<file path="src/rtl/atetris_rom_pkg.sv">
// -----------------------------------------------------------------------------
// atetris_rom_pkg
// Shared types and default constants for the Atari Tetris ROM download path.
//   loader_state_t : sequencer states of atetris_rom_loader
//   rom_region_t   : which ROM a download address falls into
//   DEF_*          : default download windows, image size and settle interval
// -----------------------------------------------------------------------------
package atetris_rom_pkg;

    typedef enum logic [1:0] {
        WAIT_ROM,
        LOAD,
        SETTLE,
        RUN
    } loader_state_t;

    typedef enum logic [1:0] {
        RGN_NONE,
        RGN_PRG,
        RGN_GFX
    } rom_region_t;

    localparam int          ADDR_W            = 25;
    localparam int          REL_W             = 16;
    localparam int          COUNT_W           = 18;
    localparam int          SETTLE_W          = 8;

    localparam logic [24:0] DEF_PRG_BASE      = 25'h00000;
    localparam int          DEF_PRG_SIZE      = 65536;
    localparam logic [24:0] DEF_GFX_BASE      = 25'h10000;
    localparam int          DEF_GFX_SIZE      = 65536;
    localparam int          DEF_SETTLE_CYCLES = 16;

endpackage

</file>
<file path="src/rtl/atetris_rom_region_decode.sv">
// -----------------------------------------------------------------------------
// atetris_rom_region_decode
// Combinational address decoder: classifies a download address into the
// program-ROM window, the graphics-ROM window or neither, and produces the
// byte address relative to the start of the matching window.
// Ports:
//   dl_addr  in  25 : download byte address
//   region   out    : RGN_PRG / RGN_GFX / RGN_NONE
//   rel_addr out 16 : dl_addr minus the matching window base (0 for RGN_NONE)
// -----------------------------------------------------------------------------
module atetris_rom_region_decode
    import atetris_rom_pkg::*;
#(
    parameter logic [24:0] PRG_BASE = DEF_PRG_BASE,
    parameter int          PRG_SIZE = DEF_PRG_SIZE,
    parameter logic [24:0] GFX_BASE = DEF_GFX_BASE,
    parameter int          GFX_SIZE = DEF_GFX_SIZE
) (
    input  logic [ADDR_W-1:0] dl_addr,
    output rom_region_t       region,
    output logic [REL_W-1:0]  rel_addr
);

    localparam int N_WIN = 2;   // window 0 = program ROM, window 1 = graphics ROM

    logic [N_WIN-1:0] win_hit;
    logic [REL_W-1:0] win_rel [N_WIN];

    generate
        for (genvar gi = 0; gi < N_WIN; gi++) begin : g_win
            localparam logic [24:0] BASE = (gi == 0) ? PRG_BASE : GFX_BASE;
            localparam int          SIZE = (gi == 0) ? PRG_SIZE : GFX_SIZE;
            // One extra bit so that BASE+SIZE cannot wrap at the top of the
            // 25-bit address space.
            localparam logic [25:0] LO   = {1'b0, BASE};
            localparam logic [25:0] HI   = LO + 26'(SIZE);

            logic [25:0] addr_ext;
            assign addr_ext     = {1'b0, dl_addr};
            assign win_hit[gi]  = (addr_ext >= LO) && (addr_ext < HI);
            // Windows are at most 64 KiB, so the offset is exact modulo 2^16.
            assign win_rel[gi]  = dl_addr[REL_W-1:0] - BASE[REL_W-1:0];
        end
    endgenerate

    // Program ROM wins if the windows were ever configured to overlap.
    always_comb begin
        region   = RGN_NONE;
        rel_addr = '0;
        if (win_hit[0]) begin
            region   = RGN_PRG;
            rel_addr = win_rel[0];
        end else if (win_hit[1]) begin
            region   = RGN_GFX;
            rel_addr = win_rel[1];
        end
    end

endmodule

</file>
<file path="src/rtl/atetris_rom_loader.sv">
// -----------------------------------------------------------------------------
// atetris_rom_loader
// Splits the HPS ioctl download stream into program-ROM and graphics-ROM write
// ports, counts accepted bytes against the expected image size and owns the
// game-core reset: the core stays in reset until a complete, correctly sized
// image has arrived and a settle interval has elapsed.
// Ports:
//   clk_sys    in     : system clock, all logic on its rising edge
//   RESET      in     : synchronous active-high reset
//   dl_active  in     : ioctl_download
//   dl_wr      in     : ioctl_wr, one-cycle byte strobe
//   dl_addr    in  25 : ioctl_addr
//   dl_data    in   8 : ioctl_dout
//   wr_addr    out 16 : region-relative byte address (registered)
//   wr_data    out  8 : byte to write (registered)
//   prg_we     out    : program ROM write strobe, one cycle per byte
//   gfx_we     out    : graphics ROM write strobe, one cycle per byte
//   core_reset out    : reset to the game core, low only in RUN
//   load_ok    out    : last load complete and correctly sized
//   load_err   out    : last load short, long or out of range
// -----------------------------------------------------------------------------
module atetris_rom_loader
    import atetris_rom_pkg::*;
#(
    parameter logic [24:0] PRG_BASE      = DEF_PRG_BASE,
    parameter int          PRG_SIZE      = DEF_PRG_SIZE,
    parameter logic [24:0] GFX_BASE      = DEF_GFX_BASE,
    parameter int          GFX_SIZE      = DEF_GFX_SIZE,
    parameter int          SETTLE_CYCLES = DEF_SETTLE_CYCLES
) (
    input  logic              clk_sys,
    input  logic              RESET,
    input  logic              dl_active,
    input  logic              dl_wr,
    input  logic [ADDR_W-1:0] dl_addr,
    input  logic [7:0]        dl_data,
    output logic [REL_W-1:0]  wr_addr,
    output logic [7:0]        wr_data,
    output logic              prg_we,
    output logic              gfx_we,
    output logic              core_reset,
    output logic              load_ok,
    output logic              load_err
);

    localparam logic [COUNT_W-1:0]  IMAGE_BYTES = COUNT_W'(PRG_SIZE + GFX_SIZE);
    localparam logic [SETTLE_W-1:0] SETTLE_LAST = SETTLE_W'(SETTLE_CYCLES);

    loader_state_t       state_reg;
    logic [COUNT_W-1:0]  count_reg;
    logic [SETTLE_W-1:0] settle_reg;
    logic                oor_reg;
    logic [REL_W-1:0]    wr_addr_reg;
    logic [7:0]          wr_data_reg;
    logic                prg_we_reg;
    logic                gfx_we_reg;
    logic                core_reset_reg;
    logic                load_ok_reg;
    logic                load_err_reg;

    rom_region_t         region;
    logic [REL_W-1:0]    rel_addr;
    logic                byte_accept;
    logic                byte_hit;
    logic                byte_oor;

    atetris_rom_region_decode #(
        .PRG_BASE (PRG_BASE),
        .PRG_SIZE (PRG_SIZE),
        .GFX_BASE (GFX_BASE),
        .GFX_SIZE (GFX_SIZE)
    ) u_decode (
        .dl_addr  (dl_addr),
        .region   (region),
        .rel_addr (rel_addr)
    );

    // A strobe only counts while the download is active. Outside LOAD an
    // active download always moves the FSM into LOAD on the same edge, so a
    // strobe coinciding with the rising edge of dl_active is still taken,
    // while one coinciding with the falling edge is not.
    assign byte_accept = dl_active && dl_wr;
    assign byte_hit    = byte_accept && (region != RGN_NONE);
    assign byte_oor    = byte_accept && (region == RGN_NONE);

    always_ff @(posedge clk_sys) begin
        if (RESET) begin
            state_reg      <= WAIT_ROM;
            count_reg      <= '0;
            settle_reg     <= '0;
            oor_reg        <= 1'b0;
            wr_addr_reg    <= '0;
            wr_data_reg    <= '0;
            prg_we_reg     <= 1'b0;
            gfx_we_reg     <= 1'b0;
            core_reset_reg <= 1'b1;
            load_ok_reg    <= 1'b0;
            load_err_reg   <= 1'b0;
        end else begin
            // Write port: one-cycle strobes, address/data hold between bytes.
            prg_we_reg <= 1'b0;
            gfx_we_reg <= 1'b0;
            if (byte_hit) begin
                wr_addr_reg <= rel_addr;
                wr_data_reg <= dl_data;
                prg_we_reg  <= (region == RGN_PRG);
                gfx_we_reg  <= (region == RGN_GFX);
            end

            if (state_reg != LOAD && dl_active) begin
                // Start (or restart) a download from any other state. The
                // byte count starts with this cycle's byte, if any.
                state_reg      <= LOAD;
                count_reg      <= byte_hit ? COUNT_W'(1) : '0;
                oor_reg        <= byte_oor;
                settle_reg     <= '0;
                load_ok_reg    <= 1'b0;
                load_err_reg   <= 1'b0;
                core_reset_reg <= 1'b1;
            end else begin
                case (state_reg)
                    WAIT_ROM: begin
                        core_reset_reg <= 1'b1;
                    end

                    LOAD: begin
                        if (dl_active) begin
                            if (byte_hit && (count_reg != '1)) begin
                                count_reg <= count_reg + COUNT_W'(1);
                            end
                            if (byte_oor) begin
                                oor_reg <= 1'b1;
                            end
                        end else if ((count_reg == IMAGE_BYTES) && !oor_reg) begin
                            state_reg   <= SETTLE;
                            settle_reg  <= '0;
                            load_ok_reg <= 1'b1;
                        end else begin
                            state_reg    <= WAIT_ROM;
                            load_err_reg <= 1'b1;
                        end
                    end

                    SETTLE: begin
                        // Release happens SETTLE_CYCLES+1 edges after load_ok.
                        if (settle_reg == SETTLE_LAST) begin
                            state_reg      <= RUN;
                            core_reset_reg <= 1'b0;
                        end else begin
                            settle_reg <= settle_reg + SETTLE_W'(1);
                        end
                    end

                    RUN: begin
                        core_reset_reg <= 1'b0;
                    end

                    default: begin
                        state_reg      <= WAIT_ROM;
                        core_reset_reg <= 1'b1;
                    end
                endcase
            end
        end
    end

    assign wr_addr    = wr_addr_reg;
    assign wr_data    = wr_data_reg;
    assign prg_we     = prg_we_reg;
    assign gfx_we     = gfx_we_reg;
    assign core_reset = core_reset_reg;
    assign load_ok    = load_ok_reg;
    assign load_err   = load_err_reg;

endmodule
</file>
<file path="config.mk">
export PLATFORM = sky130hd
export DESIGN_NAME = atetris_rom_loader
export DESIGN_NICKNAME = d
export VERILOG_FILES = /design/src/rtl/atetris_rom_pkg.sv /design/src/rtl/atetris_rom_region_decode.sv /design/src/rtl/atetris_rom_loader.sv
export SDC_FILE = /design/constraint.sdc
export NUM_CORES = 1
export LEC_CHECK = 0
export BUFFER_PORTS_ARGS = -buffer_cell sky130_fd_sc_hd__buf_2
export CAP_MARGIN = 20
export CELL_PAD_IN_SITES_DETAIL_PLACEMENT = 0
export CELL_PAD_IN_SITES_GLOBAL_PLACEMENT = 1
export CORE_MARGIN = 2
export CORE_UTILIZATION = 41
export DETAILED_ROUTE_END_ITERATION = 8
export PLACE_DENSITY_LB_ADDON = 0.1
export SLEW_MARGIN = 20
export SYNTH_ARGS = -nofsm -noshare
export SYNTH_HDL_FRONTEND = slang
export SYNTH_SLANG_ARGS = --single-unit
</file>
<file path="constraint.sdc">
create_clock -name clk_sys -period 3.45 [get_ports clk_sys]
set_input_delay 0.345 -clock clk_sys [delete_from_list [all_inputs] [get_ports clk_sys]]
set_output_delay 0.345 -clock clk_sys [all_outputs]
set_load 0.05 [all_outputs]
</file>
## After elaboration in Yosys (flattened, before gate mapping)

Cells that the tools add are included.
W data, S select, Z words.

- Order comparisons: 4
- $add $sub $neg: 2
- Muxes and demuxes: 24
- Reductions and logical operators: 29
- Eq/ne operators: 15
- Bitwise logic cells: 3

Operators with widths:

| kind | number |
|---|---|
| $mux W18 | 4 |
| $mux W16 | 2 |
| $ge A25 B1 Y1 const B | 1 |
| $ge A25 B17 Y1 const B | 1 |
| $lt A25 B17 Y1 const B | 1 |
| $lt A25 B18 Y1 const B | 1 |
| $mux W8 | 3 |
| $add A18 B1 Y18 const B | 1 |
| $eq A18 B18 Y1 const B | 1 |
| $ne A18 B18 Y1 const B | 1 |
| $reduce_and A3 Y1 | 6 |
| $pmux W8 S2 | 1 |
| $reduce_bool A2 Y1 | 6 |
| $mux W2 | 5 |
| $add A8 B1 Y8 const B | 1 |
| $eq A8 B5 Y1 const B | 1 |
| $logic_and A1 B1 Y1 | 8 |
| $ne A2 B2 Y1 const B | 4 |
| $mux W1 | 7 |
| $eq A2 B2 Y1 const B | 3 |
| $ne A3 B3 Y1 const B | 2 |
| $reduce_bool A3 Y1 | 2 |
| $eq A2 B1 Y1 const B | 2 |
| $logic_not A2 Y1 | 2 |
| other kinds (8) | 11 |

- Register bits after elaboration: 58
- Output and inout port bits: 29
- Input port bits: 37

## Logic depth before layout (Yosys ltp)

- Word-level depth: 11
- Mapped depth: 7
- Depth with buffers taken out: 7

## By module

Synthesis repeated with hierarchy kept, for this count alone.

- Cells, all modules: 364
- Area total of the unflattened synthesis: 2985.4 um2

Modules (own cells, without submodules):

| module | area an instance (um2) | cells an instance | instances |
|---|---|---|---|
| atetris_rom_loader | 2708.8 | 323 | 1 |
| atetris_rom_region_decode | 276.5 | 41 | 1 |

## Worst setup path before layout

Ideal clock, no wire load.

- Path kind: reg-to-reg
- Start point: register count_reg[0]
- End point: register count_reg[15]
- Library setup time: 128 ps
- Arrival time: 1781 ps
- Cell stages (with the launch flop): 8
- Setup slack: 1542 ps
- Path buffers: 1
- Period minus slack after synthesis: 1908 ps
- Path through: dfxtp_1 > ha_1 > and4_4 > and2_1 > buf_4 > a2111oi_0 > xnor2_1 > nor2_1

- Cells in the longest elaborated chain, start to end: 5

Ends and longest elaborated chain:

| element | RTL line | text |
|---|---|---|
| from (decl) | atetris_rom_loader.sv:50 | `logic [COUNT_W-1:0] count_reg;` |
| from (signal assigned) | atetris_rom_loader.sv:114 | `count_reg <= byte_hit ? COUNT_W'(1) : '0;` |
| from (signal assigned) | atetris_rom_loader.sv:129 | `count_reg <= count_reg + COUNT_W'(1);` |
| $add A18 B1 Y18 | atetris_rom_loader.sv:129 |  |
| $mux W18 | atetris_rom_loader.sv:128 | `if (byte_hit && (count_reg != '1)) begin` |
| $mux W18 | atetris_rom_loader.sv:127 | `if (dl_active) begin` |
| $mux W18 | atetris_rom_loader.sv:121 | `case (state_reg)` |
| $mux W18 | atetris_rom_loader.sv:110 | `if (state_reg != LOAD && dl_active) begin` |

Parallel ways exist; a longest one is shown, timed or not. The select of a mux whose other input is x is not followed.
A chain may end at the register's enable or synchronous reset.

## Worst setup path after layout

- Start point: register count_reg[12]
- End point: register count_reg[0]

- Cells in the longest elaborated chain, start to end: 4

Ends and longest elaborated chain:

| element | RTL line |
|---|---|
| $ne A18 B18 Y1 | atetris_rom_loader.sv:128 |
| $logic_and A1 B1 Y1 | atetris_rom_loader.sv:128 |
| $reduce_bool A2 Y1 (no line) | - |
| $reduce_and A3 Y1 (no line) | - |

No other way between the ends.

==> summary.md <==
| Metric | Value |
|---|---|
| Critical Path End Type | flip-flop |
| Antenna violations before repair | 0 |
| CP max-delay cell | nor4_4 |
| Clk_skew | 8.01 ps |
| I/O pins | 66 |
| Max-cap viol count | 0 |
| Clk Latency, worst-skew pair | 320 ps |
| Die Y | 82.9 um |
| Max clock buf depth | 2 |
| DIE AREA | 6870 um2 |
| Clock Sinks | 58 |
| CP Launch Type | flip-flop |
| PortBufs | 65 |
| GP Congestion | 0.781 |
| Routed WL per cell | 13.5 um |
| Clock share of power | 46.1% |
| Peak VDD IR | 0.239 mV |
| Total negative slack | 0 ps |
| Area taken by multi-input logic gates | 1280 um2 |
| Pleak | 1.21 nW |
| First-pass GRT wire length | 10,400 um |
| Slowest stage delay, CP | 830 ps |
| Synthesized flop and latch total | 58 |
| Max FO, Critical Path | 16 |
| Avg Inst Size Synth | 8.50 um2 |
| Area Overhead vs Synth | 22.5% |
| Sequential share of the synthesized area | 45.5% |
| Slew Limit Headroom | 37.3% |
| Final slew viol count | 0 |
| H-tree depth | 3 |
| Commonest non-fill, non-tap cells in the layout | buf_2 (65), nand2_1 (61), dfxtp_1 (58) |
| Post-synth cell types | 48 |
| Req. time, crit path | 3720 ps |
| Most common cell after layout, fill and taps aside | buf_2 |
| Max Clk Rate | 451 MHz |
| Iteration-0 DRC Markers | 81 |
| Post-cts sizing count | 0 |
| All-Layer GR Usage | 18.2% |
| Post-DP HPWL | 4110 um |
| P_int | 1.04 mW |
| Congestion Overflow GR | 0 |
| Row cnt | 28 |
| Share of layout cells above drive strength 1 | 25.7% |
| Fin nets | 406 |
| Die Width | 82.9 um |
| Tot Pwr | 1.34 mW |
| Sequential power share | 50.1% |
| Design area | 3120 um2 |
| Routed vias | 2,300 |
| Share of the synthesized area in the top cell type | 45.5% |
| Core area | 5960 um2 |
| Post-CTS Repair Setup Buffers | 0 |
| Worst Tran Pin Value | 933 ps |
| TritonCTS Buffers | 9 |
| Ys async rst share | 0% |
| Synth Flop Type | dfxtp_1 |
| Post-DRT Antenna Nets | 0 |
| Min Tclk post-route | 2220 ps |
| CP Class | flip-flop to flip-flop |
| Final core utilization | 52.5% |
| Ranking of synthesized cells by area | dfxtp_1 (46%), nand2_1 (9.0%), a21oi_1 (6.1%) |
| Fin crit share | 64.3% |
| EDFF count, synth | 0 |
| Mean number of vias per cell | 5.17 |
| Final hold violations | 0 |
| Final count of negative-setup-slack endpoints | 0 |
| DRC | 0 |
| Switch share | 22.4% |
| Max FFs per register | 18 |
| Clock Tree Root | clkbuf_8 |
| Synthesized Nets | 341 |
| Post-Route WL | 6010 um |
| Post-Syn Area | 2550 um2 |
| CTS tree | yes |
| Storage cell area | 1160 um2 |
| Yosys warnings | 0 |
| Antenna cells | 0 |
| Switching pwr | 0.301 mW |
| Yosys top cell by area | dfxtp_1 |
| Layout fillers | 635 |
| Starting density of the core | 42.8% |
| RSZ-0062 raised after global routing | false |
| CTS Hold Bufs | 0 |
| Combinational share of power | 3.8% |
| Arr. time, crit path | 2490 ps |
| Min-Delay Path Class | input port to flip-flop |
| Vias in the first global route | 2,220 |
| Dpl cell area | 2930 um2 |
| Power Density | 430 nW/um2 |
| Status | completed |
| Synth Instances | 300 |
| Pre-Repair DR Iteration Count | 4 |
| Clock transition at path regs | 70 ps |
| Largest net degree at the start of global routing | 35 |
| Cell Chain, Critical Path | nand4_1 -> nor4_4 -> a21oi_2 -> a311oi_1 -> o21a_1 |
## worst max-delay path, delay by kind of cell, from the launching register on
family | cells | cell delay, ps
AND/OR/NAND/NOR | 2 | 1060
AO/OA/AOI/OAI | 3 | 690
flip-flops | 1 | 420
## per-layer routing
layer,GRT usage (%),share of wire [%],up-vias
met5,0,0,-
met4,5.81,1.2,0
met3,3.98,4.0,7
met2,29.5,47,37
met1,24.2,48,1084
li1,-,-,1172
## cell families after synthesis
logic type                 share of synthesized area [%]
and+or+nand+nor                                     26.2
AOI/OAI and AO/OA                                   15.5
DFF                                                 45.5
buffers and inverters                               4.12
xor gates and xnor gates                            5.84
adders and majority gates                           1.96
muxes                                              0.785
## final timing paths
kind / startpoint / to / slack [ps] / cells after the start
worst max-delay path: count_reg[12] / count_reg[0] / 1230 / 5
worst min-delay path: dl_addr[16] / prg_we / 190 / 2
worst min register to register: wr_data[1] / wr_data[1] / 450 / 2
worst max register to register: count_reg[12] / count_reg[0] / 1230 / 5
## power by group through the flow
stage	Combinational, mW	Sequential, mW	Clock [mW]
floorplan	0.0201	0.690	0
global placement	0.0512	0.688	0
detailed placement	0.0515	0.688	0
CTS	0.0516	0.673	0.635
global route	0.0576	0.673	0.672
finish	0.0510	0.673	0.620
## area by class of cell
cell class	count	area share, %
tap	75	3.00
timing repair buffer	68	11.1
sequential	58	37.2
clock buffer	11	4.53
clock inverter	5	1.72
inverter	11	1.32
multi-input combinational	217	41.1
## metrics by stage
stage | hold slack (ps) | setup slack (ps) | cells
after floorplan | 422 | 1540 | 300
after global placement | 439 | 1180 | 429
after detailed placement | 443 | 1100 | 429
after CTS | 176 | 1220 | 445
after global routing | 178 | 1000 | 445
final | 193 | 1230 | 445
## synth_stat cells (all sizes together) (2+ instances only)
cell,instances
a21oi,32
or3,2
o21ai,2
buf,3
mux2i,2
clkbuf,11
nor4b,3
nor2,27
and2,3
and4,4
inv,11
nor3b,2
nand4,5
o21a,2
nor3,4
a31o,2
xor2,5
nand2b,2
nor4,6
a211oi,6
nand2,61
xnor2,12
a31oi,2
a22oi,2
nand3,10
a41o,2
ha,4
a2111oi,5
dfxtp,58
and3,2
(Power assumes the default switching activity.)
